--- config.mk ---
export PLATFORM = sky130hd
export DESIGN_NAME = fp_accum_ctrl
export DESIGN_NICKNAME = d
export VERILOG_FILES = /design/src/rtl/fp_accum_ctrl.sv
export SDC_FILE = /design/constraint.sdc
export NUM_CORES = 1
export LEC_CHECK = 0
export ABC_AREA = 1
export ABC_CLOCK_PERIOD_IN_PS = 2800
export BUFFER_PORTS_ARGS = -buffer_cell sky130_fd_sc_hd__buf_2
export CORE_UTILIZATION = 48
export CTS_CLUSTER_DIAMETER = 60
export DETAILED_ROUTE_END_ITERATION = 10
export PLACE_DENSITY_LB_ADDON = 0.25
export REMOVE_ABC_BUFFERS = 1
export SYNTH_ARGS = -nofsm -noshare
export SYNTH_HDL_FRONTEND = slang
export SYNTH_SLANG_ARGS = --single-unit
--- constraint.sdc ---
create_clock -name clk -period 2.8 [get_ports clk]
set_input_delay 0.14 -clock clk [delete_from_list [all_inputs] [get_ports clk]]
set_output_delay 0.14 -clock clk [all_outputs]
set_load 0.005 [all_outputs]
--- src/rtl/fp_accum_ctrl.sv ---
// fp_accum_ctrl: sequences an FP32 stream through one shared, external fp_add.
// Owns the accumulator, the element counter and the registered adder operands.
// The first element is loaded straight into acc, so the adder never has to produce zero.
// Each further element takes two cycles: one to capture the operands, one to absorb the sum.
module fp_accum_ctrl #(
  parameter int LEN_W = 6
) (
  input  logic             clk,
  input  logic             reset,
  input  logic             start,
  input  logic [LEN_W-1:0] len,
  input  logic             in_valid,
  input  logic [31:0]      in_data,
  output logic             in_ready,
  output logic             out_valid,
  output logic [31:0]      out_data,
  input  logic             out_ready,
  output logic             busy,
  output logic [31:0]      add_a,
  output logic [31:0]      add_b,
  input  logic [31:0]      add_sum
);

  typedef enum logic [1:0] {IDLE, WAIT_IN, ADD, OUT} state_t;

  state_t           state;
  logic [31:0]      acc;
  logic [LEN_W-1:0] cnt;
  logic             first;

  // Handshake outputs are pure decodes of the state register, so they carry no input paths.
  assign in_ready  = (state == WAIT_IN);
  assign out_valid = (state == OUT);
  assign busy      = (state != IDLE);
  assign out_data  = acc;

  // Sequencer: state, accumulator, counter and operand registers.
  always_ff @(posedge clk) begin
    if (reset) begin
      state <= IDLE;
      acc   <= '0;
      cnt   <= '0;
      first <= 1'b0;
      add_a <= '0;
      add_b <= '0;
    end else begin
      case (state)
        IDLE: begin
          if (start) begin
            if (len == '0) begin
              acc   <= '0;
              state <= OUT;
            end else begin
              cnt   <= len;
              first <= 1'b1;
              state <= WAIT_IN;
            end
          end
        end
        WAIT_IN: begin
          if (in_valid) begin
            if (first) begin
              // First element bypasses the adder.
              acc   <= in_data;
              first <= 1'b0;
              if (cnt != '0) cnt <= cnt - 1'b1;
              state <= (cnt == LEN_W'(1)) ? OUT : WAIT_IN;
            end else begin
              add_a <= acc;
              add_b <= in_data;
              state <= ADD;
            end
          end
        end
        ADD: begin
          // Operands have been stable since the previous edge; take the adder result.
          acc <= add_sum;
          if (cnt != '0) cnt <= cnt - 1'b1;
          state <= (cnt == LEN_W'(1)) ? OUT : WAIT_IN;
        end
        OUT: begin
          if (out_ready) state <= IDLE;
        end
        default: state <= IDLE;
      endcase
    end
  end

endmodule

==> results of run 1 <==
## power by group through the flow
stage                     Combinational [W]  Sequential, W  Clock [W]
after floorplan                     0.00156        0.00201          0
after global placement              0.00246        0.00203          0
after detailed placement            0.00253        0.00204          0
after CTS                           0.00254        0.00201   0.000922
after global routing                0.00284        0.00205   0.000979
final                               0.00254        0.00201   0.000906
## worst reg2reg max path, stage by stage (launching register included)
cell and delay [ns]:
dfxtp_1 0.45, inv_1 0.12, ha_1 0.33, inv_2 0.09
o21ai_4 0.63, and2_1 0.26, buf_4 0.24, nor2_1 0.08
nor2_1 0.09
## routing by layer
metal | share of wire | up-vias | track usage
li1 | - | 2451 | -
met1 | 0.44 | 2309 | 0.3365
met2 | 0.48 | 206 | 0.4521
met3 | 0.065 | 12 | 0.03467
met4 | 0.0083 | 0 | 0.07692
met5 | 0 | - | 0
## stage by stage
stage                     std cells  setup slack, ns  total power [W]  utilization  instance area [sq um]
after global routing            931           0.2475         0.005870       0.6170                   5782
after global placement          917           0.6173         0.004495       0.5977                   5602
after detailed placement        917           0.4685         0.004574       0.5977                   5602
after CTS                       931           0.4762         0.005474       0.6170                   5782
final                           931           0.4696         0.005456       0.6170                   5782
after floorplan                 603          -0.6224         0.003569            -                   4457
## placed cells by master (no fill, tap or decap)
| master | instances |
|---|---|
| a22o_1 | 32 |
| clkbuf_8 | 9 |
| and2_1 | 1 |
| dfxtp_1 | 105 |
| o21ai_4 | 1 |
| bufinv_16 | 1 |
| xnor2_1 | 1 |
| nand2_1 | 166 |
| inv_1 | 19 |
| nand4_1 | 3 |
| clkinvlp_4 | 1 |
| clkinv_2 | 2 |
| o211ai_1 | 1 |
| nor2_4 | 1 |
| buf_4 | 11 |
| inv_2 | 2 |
| nand3_1 | 104 |
| a31oi_1 | 1 |
| nand2_2 | 1 |
| ha_1 | 8 |
| inv_6 | 1 |
| clkinv_1 | 1 |
| a21oi_1 | 70 |
| o21ai_0 | 7 |
| nor2_1 | 79 |
| buf_2 | 173 |
| buf_12 | 1 |
## layout make-up
type | instances | area [sq um]
flip-flops and latches | 105 | 2102
multi-input cells | 476 | 2287
repair buffers | 185 | 968.4
clock inverters | 5 | 56.30
clock buffers | 9 | 123.9
inverters | 22 | 82.58
well taps | 129 | 161.4
fillers | 916 | 3590
## cells by family after synthesis
family,Yosys count
buffers and inverters,75
adder cells (fa/ha/maj),8
AND/OR/NAND/NOR,355
XOR/XNOR,1
flip-flops,105
AO/OA/AOI/OAI,112
## sequential cells by signal, summed over array words and instances (netlist names)
name and cells:
state 2, add_a 32, first 1, out_data 32, cnt 6, add_b 32
## worst max-delay path by stage
stage | start | endpoint | cells past startpoint
after floorplan | state[1] | add_a[0] | 7
after global placement | state[0] | out_data[29] | 8
after detailed placement | state[0] | out_data[27] | 8
after CTS | state[0] | out_data[27] | 8
after global routing | state[0] | out_data[29] | 8
final | state[0] | out_data[27] | 8
==> reports/qor.txt, run 1 <==
Drt wl/cell: 14.21 um
Vias per Instance: 5.347
Area contributors post-synth: dfxtp_1 45%, nand2_1 13%, nand3_1 11%
Crit-path slowest cell: o21ai_4
Avg Cell Area, Syn: 7.175 sq um
DRC: 0
Synth cell types: 23
Slew @ Worst Pin: 1.017 ns
Worst-path cell chain: inv_1 > ha_1 > inv_2 > o21ai_4 > and2_1 > buf_4 > nor2_1 > nor2_1
First-pass GRT wire length: 21490 um
Synthesis Warnings: 0
Max Freq: 429.1 MHz
H-Tree Depth: 3
Post-synth top area share: 0.4466
Number of flops mapped to enable cells by yosys: 0
MaxCap Viol Count: 0
Max stage delay on crit path: 0.63 ns
Post-synth top cells: 167 x nand2_1, 105 x dfxtp_1, 104 x nand3_1
CTS tree: built
Vias: 4978
Endpoints failing hold: 0
Worst r2r src: state[0]
Switching power: 0.002361 W
Initial antenna violation count: 0
Crit end category: flop
Crit-path max FO: 33
Pin count of the biggest net entering global routing: 70
Max clock buf depth: 2
Post-CTS sizing: 0
Internal: 0.003096 W
Post-synthesis xor/xnor area fraction: 0.001861
Post-Syn Area: 4707 sq um
DPL Wire Length: 9095 um
# IOs: 174
Most common cell in the netlist: nand2_1
Horiz. Die Dim: 101.0 um
Peak supply drop: 728.1 uV
Root buffer cell: clkbuf_8
Layout cells sized above 1: 0.2544
Final worst-path cycle share: 0.8323
Reg power frac: 0.369
Row count: 35
Worst-skew pair later-pin latency: 0.35 ns
Startpoint types: flop
RSZ-0062 raised after global routing: false
Status: finished, final reports clean
Num CTS Buffers: 9
Max-slew headroom: 0.3175
Post-CTS setup buffers: 0
Largest family of logic cells by synthesized area: simple AND/OR/NAND/NOR gates
Combinational share of power: 0.465
Vias in the first global route: 4553
CP arrival: 2.62 ns
Die Span Y: 101.0 um
Total gr overflow: 0
Clock transition at path regs: 0.10 ns
Wirelength, routed: 13230 um
Gpl congestion: 0.8295
Hold WC Path Type: input port to flop
# setup viols final: 0
Hold_ws: 0.06173 ns
Top delay family on crit path: compound AO/OA/AOI/OAI gates
Primary FF master, synth: dfxtp_1
Hold Crit Start: in_data[25]
Lkg Pwr: 2.675 nW
Post-route setup TNS: 0 ns
Antenna cells: 0
Die ar.: 10210 sq um
Simple-gate area share of the yosys netlist: 0.3134
Sw Ratio: 0.4326
Initial DRC Count: 269
Compound-Gate Fraction of Synth Area: 0.1462
Antenna-violating nets left: 0
Clk pwr share: 0.166
Setup Skew: 0.01042 ns
Hold endpoint: add_b[25]
Most common cell type on the critical path: nor2_1
PD cells: 943.7 nW/um^2
Starting density of the core: 0.5023
Worst EP required: 3.09 ns
Hold depth: 3
CTS Hold Bufs: 0
Kind of critical path: flop to flop
Area grow syn2layout: 22.83%
Seq cells post-synth: 105
Max Slew Vio Count: 0
Adder-Cell Fraction of Synth Area: 0.02127
R2r worst-path depth: 8
FF-to-FF setup slack: 0.47 ns
NumNets Final: 882
Synth async-reset ratio: 0
GRT Util Overall: 0.2603
Core area: 9371 sq um
Worst reg2reg path endpoint: out_data[27]
Fin crit period: 2.330 ns
Sink Count: 105
Mux share of post-synthesis cell area: 0
Post-synthesis sequential area ratio: 0.4466
DRT Pass-1 Iters: 5
Mapped Cells: 656
Port Buf Inserts: 173
Largest area contributor in the netlist: dfxtp_1
CP bufs+invs: 3
No activity file was read; power rests on OpenSTA's default activity.
==> run 2, diff against run 1 <==
--- a/config.mk
+++ b/config.mk
@@ -5,10 +5,10 @@
 export SDC_FILE = /design/constraint.sdc
 export NUM_CORES = 1
 export LEC_CHECK = 0
-export ABC_AREA = 1
-export ABC_CLOCK_PERIOD_IN_PS = 2800
+export ABC_AREA = 0
+export ABC_CLOCK_PERIOD_IN_PS = 1900
 export BUFFER_PORTS_ARGS = -buffer_cell sky130_fd_sc_hd__buf_2
-export CORE_UTILIZATION = 48
+export CORE_UTILIZATION = 44
 export CTS_CLUSTER_DIAMETER = 60
 export DETAILED_ROUTE_END_ITERATION = 10
 export PLACE_DENSITY_LB_ADDON = 0.25
==> constraint.sdc (replaced) <==
create_clock -name clk -period 1.9 [get_ports clk]
set_input_delay 0.095 -clock clk [delete_from_list [all_inputs] [get_ports clk]]
set_output_delay 0.095 -clock clk [all_outputs]
set_load 0.005 [all_outputs]
==> run 2 against run 1 <==
Against the previous run: core utilization grew 1.1 points; setup slack lost 0.41 ns; via count shrank 3.1%; largest cell class unchanged; count of clock-buffer cells in the layout grew 1.
==> reports/qor.txt, run 2 <==
Status: finished, final reports clean (unchanged)
Pin count of the biggest net entering global routing: 68 (was 70)
Wirelength, routed: 13600 um (was 13230 um)
Fin crit period: 1.840 ns (was 2.330 ns)
CP bufs+invs: 1 (was 3)
Port Buf Inserts: 173 (unchanged)
Post-synth top cells: 134 x nand2_1, 105 x dfxtp_1, 97 x a21oi_1 (was 167 x nand2_1, 105 x dfxtp_1, 104 x nand3_1)
Max Freq: 543.5 MHz (was 429.1 MHz)
Slew @ Worst Pin: 0.6006 ns (was 1.017 ns)
Lkg Pwr: 2.647 nW (was 2.675 nW)
Crit-path slowest cell: or4_4 (was o21ai_4)
NumNets Final: 836 (was 882)
Drt wl/cell: 15.26 um (was 14.21 um)
Largest area contributor in the netlist: dfxtp_1 (unchanged)
DRC: 0 (unchanged)
Die ar.: 10600 sq um (was 10210 sq um)
Area after DPL: 5614 sq um (was 5602 sq um)
Gpl congestion: 0.8585 (was 0.8295)
Avg Cell Area, Syn: 8.036 sq um (was 7.175 sq um)
Root buffer cell: clkbuf_8 (unchanged)
Worst-path cell chain: inv_1 > ha_2 > and2b_2 > or3_4 > or4_4 > o221ai_2 (was inv_1 > ha_1 > inv_2 > o21ai_4 > and2_1 > buf_4 > nor2_1 > nor2_1)
Hold depth: 3 (unchanged)
Hold WC Path Type: input port to flop (unchanged)
Antenna cells: 0 (unchanged)
Final worst-path cycle share: 0.9683 (was 0.8323)
Post-Syn Area: 4484 sq um (was 4707 sq um)
Die Span Y: 103.0 um (was 101.0 um)
Most common cell in the netlist: nand2_1 (unchanged)
Mapped Cells: 558 (was 656)
Setup Skew: 0.01041 ns (was 0.01042 ns)
Synth cell types: 44 (was 23)
Vias in the first global route: 4455 (was 4553)
Clk pwr share: 0.190 (was 0.166)
PD cells: 1119 nW/um^2 (was 943.7 nW/um^2)
Kind of critical path: flop to flop (unchanged)
Setup WS post-layout: 0.06014 ns (was 0.4696 ns)
Primary FF master, synth: dfxtp_1 (unchanged)
Peak supply drop: 535.7 uV (was 728.1 uV)
# IOs: 174 (unchanged)
Core area: 9819 sq um (was 9371 sq um)
Sw Ratio: 0.3976 (was 0.4326)
Starting density of the core: 0.4567 (was 0.5023)
Number of flops mapped to enable cells by yosys: 0 (unchanged)
Synth async-reset ratio: 0 (unchanged)
Endpoints failing hold: 0 (unchanged)
Area contributors post-synth: dfxtp_1 47%, nand2_1 11%, a21oi_1 11% (was dfxtp_1 45%, nand2_1 13%, nand3_1 11%)
Switching power: 0.002744 W (was 0.002361 W)
Horiz. Die Dim: 103.0 um (was 101.0 um)
DPL Wire Length: 8753 um (was 9095 um)
Max Slew Vio Count: 0 (unchanged)
Vias per Instance: 5.413 (was 5.347)
Startpoint types: flop (unchanged)
Row count: 36 (was 35)
Layout cells sized above 1: 0.3047 (was 0.2544)
Max clock buf depth: 2 (unchanged)
Reg power frac: 0.372 (was 0.369)
Crit end category: flop (unchanged)
Worst path depth: 6 (was 8)
Commonest non-fill, non-tap cell in the layout: buf_2 (unchanged)
MaxCap Viol Count: 0 (unchanged)
H-Tree Depth: 3 (unchanged)
GRT Util Overall: 0.2554 (was 0.2603)
Most frequent cells in the layout: 172 x buf_2, 134 x nand2_1, 104 x dfxtp_1 (was 173 x buf_2, 166 x nand2_1, 105 x dfxtp_1)
Top delay family on crit path: simple AND/OR/NAND/NOR gates (was compound AO/OA/AOI/OAI gates)
Antenna-violating nets left: 0 (unchanged)
Post-place setup slack: 0.05522 ns (was 0.4685 ns)
Max-slew headroom: 0.5959 (was 0.3175)
Num CTS Buffers: 9 (unchanged)
Total gr overflow: 0 (unchanged)
CTS tree: built (unchanged)
Hold_ws: 0.09248 ns (was 0.06173 ns)
Final instance area: 6166 sq um (was 5782 sq um)
Max stage delay on crit path: 0.54 ns (was 0.63 ns)
# setup viols final: 0 (unchanged)
Clock transition at path regs: 0.10 ns (about the same)
Sink Count: 105 (unchanged)
R2r worst-path depth: 6 (was 8)
Final std cells w/o fill: 891 (was 931)
Area grow syn2layout: 37.50% (was 22.83%)
Combinational share of power: 0.438 (was 0.465)
Crit-path max FO: 4 (was 33)
Initial antenna violation count: 0 (unchanged)
Worst EP required: 2.18 ns (was 3.09 ns)
Vias: 4823 (was 4978)
Post-synthesis sequential area ratio: 0.4688 (was 0.4466)
DRT Pass-1 Iters: 5 (unchanged)
First-pass GRT wire length: 21260 um (was 21490 um)
Post-placement cell count: 841 (was 917)
Synthesis Warnings: 0 (unchanged)
Initial DRC Count: 195 (was 269)
Post-synth top area share: 0.4688 (was 0.4466)
Seq cells post-synth: 105 (unchanged)
Internal: 0.004158 W (was 0.003096 W)
Worst-skew pair later-pin latency: 0.36 ns (was 0.35 ns)
CP arrival: 2.12 ns (was 2.62 ns)
==> run 2: tightest hold or removal path: cells and delay by family <==
kind	cells	cell delay [ns]
muxes	1	0.13
buffers and inverters	1	0.11
AOI/OAI and AO/OA	1	0.07
==> run 2: logic make-up (layout without fill, tap and decap cells) <==
kind of cell,count (synthesis),in the layout,synth area share
AO/OA/AOI/OAI,186,186,0.2522
XOR/XNOR,1,1,0.001953
adder cells (fa/ha/maj),8,8,0.02232
buffers and inverters,60,260,0.05134
flip-flops,105,105,0.4688
multiplexers,3,3,0.006697
AND/OR/NAND/NOR,195,195,0.1967
==> run 2: layer usage <==
| metal | track usage | vias to the layer above | routed length, um |
|---|---|---|---|
| met3 | 0.04068 | 17 | 714 |
| met1 | 0.3240 | 2287 | 5860 |
| met5 | 0 | - | 0 |
| met2 | 0.4477 | 156 | 6844 |
| li1 | - | 2363 | - |
| met4 | 0.07259 | 0 | 178 |
==> run 2: timing repair <==
action,in CTS,in global routing
endpoints found under the setup margin,1,6
buffers inserted,0,2
hold endpoints to repair,32,0
gates resized for setup,1,7
hold buffers,32,0
==> run 2: metrics by stage <==
step           power (W)   TNS [ns]  utilization
2_1_floorplan   0.004194    -152.24            -
3_3_place_gp    0.005442          0       0.5717
3_5_place_dp    0.005476          0       0.5717
4_1_cts         0.006854          0       0.6237
5_1_grt         0.007349  -0.008317       0.6279
6_report        0.006903          0       0.6279
==> run 2: final cells by class <==
class | instances | area [sq um]
fillers | 894 | 3654
multi-input cells | 393 | 2198
flip-flops and latches | 105 | 2106
repair buffers | 233 | 1465
well taps | 133 | 166.4
clock buffers | 10 | 137.6
clock inverters | 6 | 51.30
inverters | 11 | 41.29
==> run 2: path summary, 6_finish.rpt <==
kind	start	slack, ns	end
hold reg to reg	add_a[28]	0.46	add_a[28]
setup / recovery	state[0]	0.06	cnt[5]
setup reg to reg	state[0]	0.06	cnt[5]
hold / removal	len[3]	0.09	cnt[3]
==> run 2: power by group through the flow <==
stage / clock network (W) / registers, W / logic (W)
6_report: 0.00131 / 0.00257 / 0.00302
5_1_grt: 0.00144 / 0.00260 / 0.00331
4_1_cts: 0.00136 / 0.00256 / 0.00294
3_5_place_dp: 0 / 0.00261 / 0.00287
3_3_place_gp: 0 / 0.00260 / 0.00284
2_1_floorplan: 0 / 0.00261 / 0.00158
==> run 3, diff against run 2 <==
--- a/config.mk
+++ b/config.mk
@@ -8,7 +8,8 @@
 export ABC_AREA = 0
 export ABC_CLOCK_PERIOD_IN_PS = 1900
 export BUFFER_PORTS_ARGS = -buffer_cell sky130_fd_sc_hd__buf_2
-export CORE_UTILIZATION = 44
+export CORE_MARGIN = 2
+export CORE_UTILIZATION = 25
 export CTS_CLUSTER_DIAMETER = 60
 export DETAILED_ROUTE_END_ITERATION = 10
 export PLACE_DENSITY_LB_ADDON = 0.25
==> run 3 against run 2 <==
Against the previous run: register-to-register slack hardly changed; cell count up 11%; clock power grew 48%; critical path depth up 3; global-route usage shrank 9.2 points; worst hold slack improved by 0.0036 ns; sequential power is essentially flat; maximum frequency rose by 0.47%; die area grew 79%; sequential share of layout area decreased by 1.8 points; critical path type unchanged; critical endpoint is now out_data[27]; largest power group unchanged.
==> reports/qor.txt, run 3 (same netlist as run 2, synthesis figures left out) <==
Area occupied by registers: 2103 sq um (was 2106 sq um)
Combinational share of power: 0.430 (was 0.438)
Max-slew headroom: 0.6433 (was 0.5959)
PD cells: 1218 nW/um^2 (was 1119 nW/um^2)
Core area: 17420 sq um (was 9819 sq um)
Initial DRC Count: 175 (was 195)
Horiz. Die Dim: 137.9 um (was 103.0 um)
Worst-skew pair later-pin latency: 0.35 ns (was 0.36 ns)
Hold WC Path Type: input port to flop (unchanged)
Worst EP required: 2.19 ns (was 2.18 ns)
Max Slew Vio Count: 0 (unchanged)
Worst path depth: 9 (was 6)
Root buffer cell: clkbuf_16 (was clkbuf_8)
Vias per Instance: 4.796 (was 5.413)
Sink Count: 105 (unchanged)
Total gr overflow: 0 (unchanged)
Crit-path max FO: 6 (was 4)
CP arrival: 2.12 ns (about the same)
Startpoint types: flop (unchanged)
Multi-input logic area: 2220 sq um (was 2198 sq um)
Die ar.: 19020 sq um (was 10600 sq um)
DRC: 0 (unchanged)
Crit end category: flop (unchanged)
Filler instances: 1874 (was 894)
H-Tree Depth: 3 (unchanged)
Worst-path cell chain: inv_1 > ha_4 > nor2b_2 > buf_4 > a41oi_4 > buf_12 > buf_2 > o21ai_0 > a21oi_1 (was inv_1 > ha_2 > and2b_2 > or3_4 > or4_4 > o221ai_2)
Lkg Pwr: 2.741 nW (was 2.647 nW)
Layout cells sized above 1: 0.3067 (was 0.3047)
Endpoints failing hold: 0 (unchanged)
CTS tree: built (unchanged)
Status: finished, final reports clean (unchanged)
Final core utilization: 0.3735 (was 0.6279)
MaxCap Viol Count: 0 (unchanged)
First-pass GRT wire length: 23980 um (was 21260 um)
Peak supply drop: 575.3 uV (was 535.7 uV)
Starting density of the core: 0.2575 (was 0.4567)
Die Span Y: 137.9 um (was 103.0 um)
Vias in the first global route: 4532 (was 4455)
Initial antenna violation count: 0 (unchanged)
Reg power frac: 0.325 (was 0.372)
Commonest non-fill, non-tap cell in the layout: buf_2 (unchanged)
Most frequent cells in the layout: 173 x buf_2, 134 x nand2_1, 104 x dfxtp_1 (was 172 x buf_2, 134 x nand2_1, 104 x dfxtp_1)
# setup viols final: 0 (unchanged)
DRT Pass-1 Iters: 4 (was 5)
NumNets Final: 842 (was 836)
Pin count of the biggest net entering global routing: 49 (was 68)
Gpl congestion: 0.8130 (was 0.8585)
Top delay family on crit path: buffers and inverters (was simple AND/OR/NAND/NOR gates)
Crit-path slowest cell: dfxtp_2 (was or4_4)
# IOs: 174 (unchanged)
Final worst-path cycle share: 0.9638 (was 0.9683)
Port Buf Inserts: 173 (unchanged)
Drt wl/cell: 16.26 um (was 15.26 um)
Kind of critical path: flop to flop (unchanged)
Fin crit period: 1.831 ns (was 1.840 ns)
Max stage delay on crit path: 0.36 ns (was 0.54 ns)
CP bufs+invs: 4 (was 1)
Clock transition at path regs: 0.08 ns (was 0.10 ns)
Antenna-violating nets left: 0 (unchanged)
Clk pwr share: 0.245 (was 0.190)
Setup Skew: 0.01166 ns (was 0.01041 ns)
Hold depth: 3 (unchanged)
Row count: 48 (was 36)
Switching power: 0.002998 W (was 0.002744 W)
DPL Wire Length: 10690 um (was 8753 um)
Num CTS Buffers: 9 (unchanged)
Vias: 4738 (was 4823)
Sw Ratio: 0.3784 (was 0.3976)
Max clock buf depth: 2 (unchanged)
Antenna cells: 0 (unchanged)
Max Freq: 546.1 MHz (was 543.5 MHz)
Slew @ Worst Pin: 0.5351 ns (was 0.6006 ns)
GRT Util Overall: 0.1635 (was 0.2554)
Internal: 0.004925 W (was 0.004158 W)
Post-route setup TNS: 0 ns (unchanged)
Wirelength, routed: 16060 um (was 13600 um)
Area grow syn2layout: 45.06% (was 37.50%)
R2r worst-path depth: 9 (was 6)
==> run 3: per-layer routing <==
layer / vias up / GRT usage / wire length (um)
met4: 0 / 0.05442 / 264
met3: 13 / 0.03618 / 891
met5: - / 0 / 0
met1: 2227 / 0.2115 / 7351
met2: 123 / 0.2695 / 7557
li1: 2375 / - / -
==> run 3: worst paths after layout <==
check            from            to  slack, ns
max          state[0]  out_data[27]       0.07
min            len[3]        cnt[3]        0.1
max reg2reg  state[0]  out_data[27]       0.07
min reg2reg  add_a[1]      add_a[1]       0.45
==> run 3: final cells by class <==
cell class                      count  share of cell area
Tap cell                          225             0.04328
Clock buffer                       11             0.03885
Clock inverter                      4            0.008078
Timing Repair Buffer              239              0.2389
Sequential cell                   105              0.3233
Inverter                           11            0.006347
Multi-Input combinational cell    393              0.3412
==> run 3: through the flow <==
step | cell area, sq um | total power [W] | setup slack, ns | cells | hold slack, ns
after CTS | 6426 | 0.007818 | 0.05844 | 984 | 0.08354
after global placement | 5801 | 0.005799 | 0.1048 | 937 | 0.3536
after floorplan | 4295 | 0.004194 | -1.830 | 509 | 0.1641
after global routing | 6505 | 0.008418 | -0.01424 | 988 | 0.09528
after detailed placement | 5801 | 0.005795 | 0.07779 | 937 | 0.3500
final | 6505 | 0.007923 | 0.06871 | 988 | 0.09604
==> run 3: tightest hold or removal path, stage by stage <==
cell and delay (ns):
buf_2 0.11, mux2i_1 0.12, o31ai_1 0.07
==> run 3: power by group through the flow <==
| stage | Sequential, W | Clock (W) | Combinational, W |
|---|---|---|---|
| 2_1_floorplan | 0.00261 | 0 | 0.00158 |
| 3_3_place_gp | 0.00262 | 0 | 0.00318 |
| 3_5_place_dp | 0.00262 | 0 | 0.00317 |
| 4_1_cts | 0.00257 | 0.00201 | 0.00324 |
| 5_1_grt | 0.00260 | 0.00209 | 0.00372 |
| 6_report | 0.00258 | 0.00194 | 0.00340 |
==> run 3: timing repair <==
action / CTS / global route
endpoints found under the hold margin: 32 / 0
hold buffers: 32 / 0
buffers inserted: 0 / 1
setup endpoints to repair: 0 / 30
resized for setup: 0 / 5
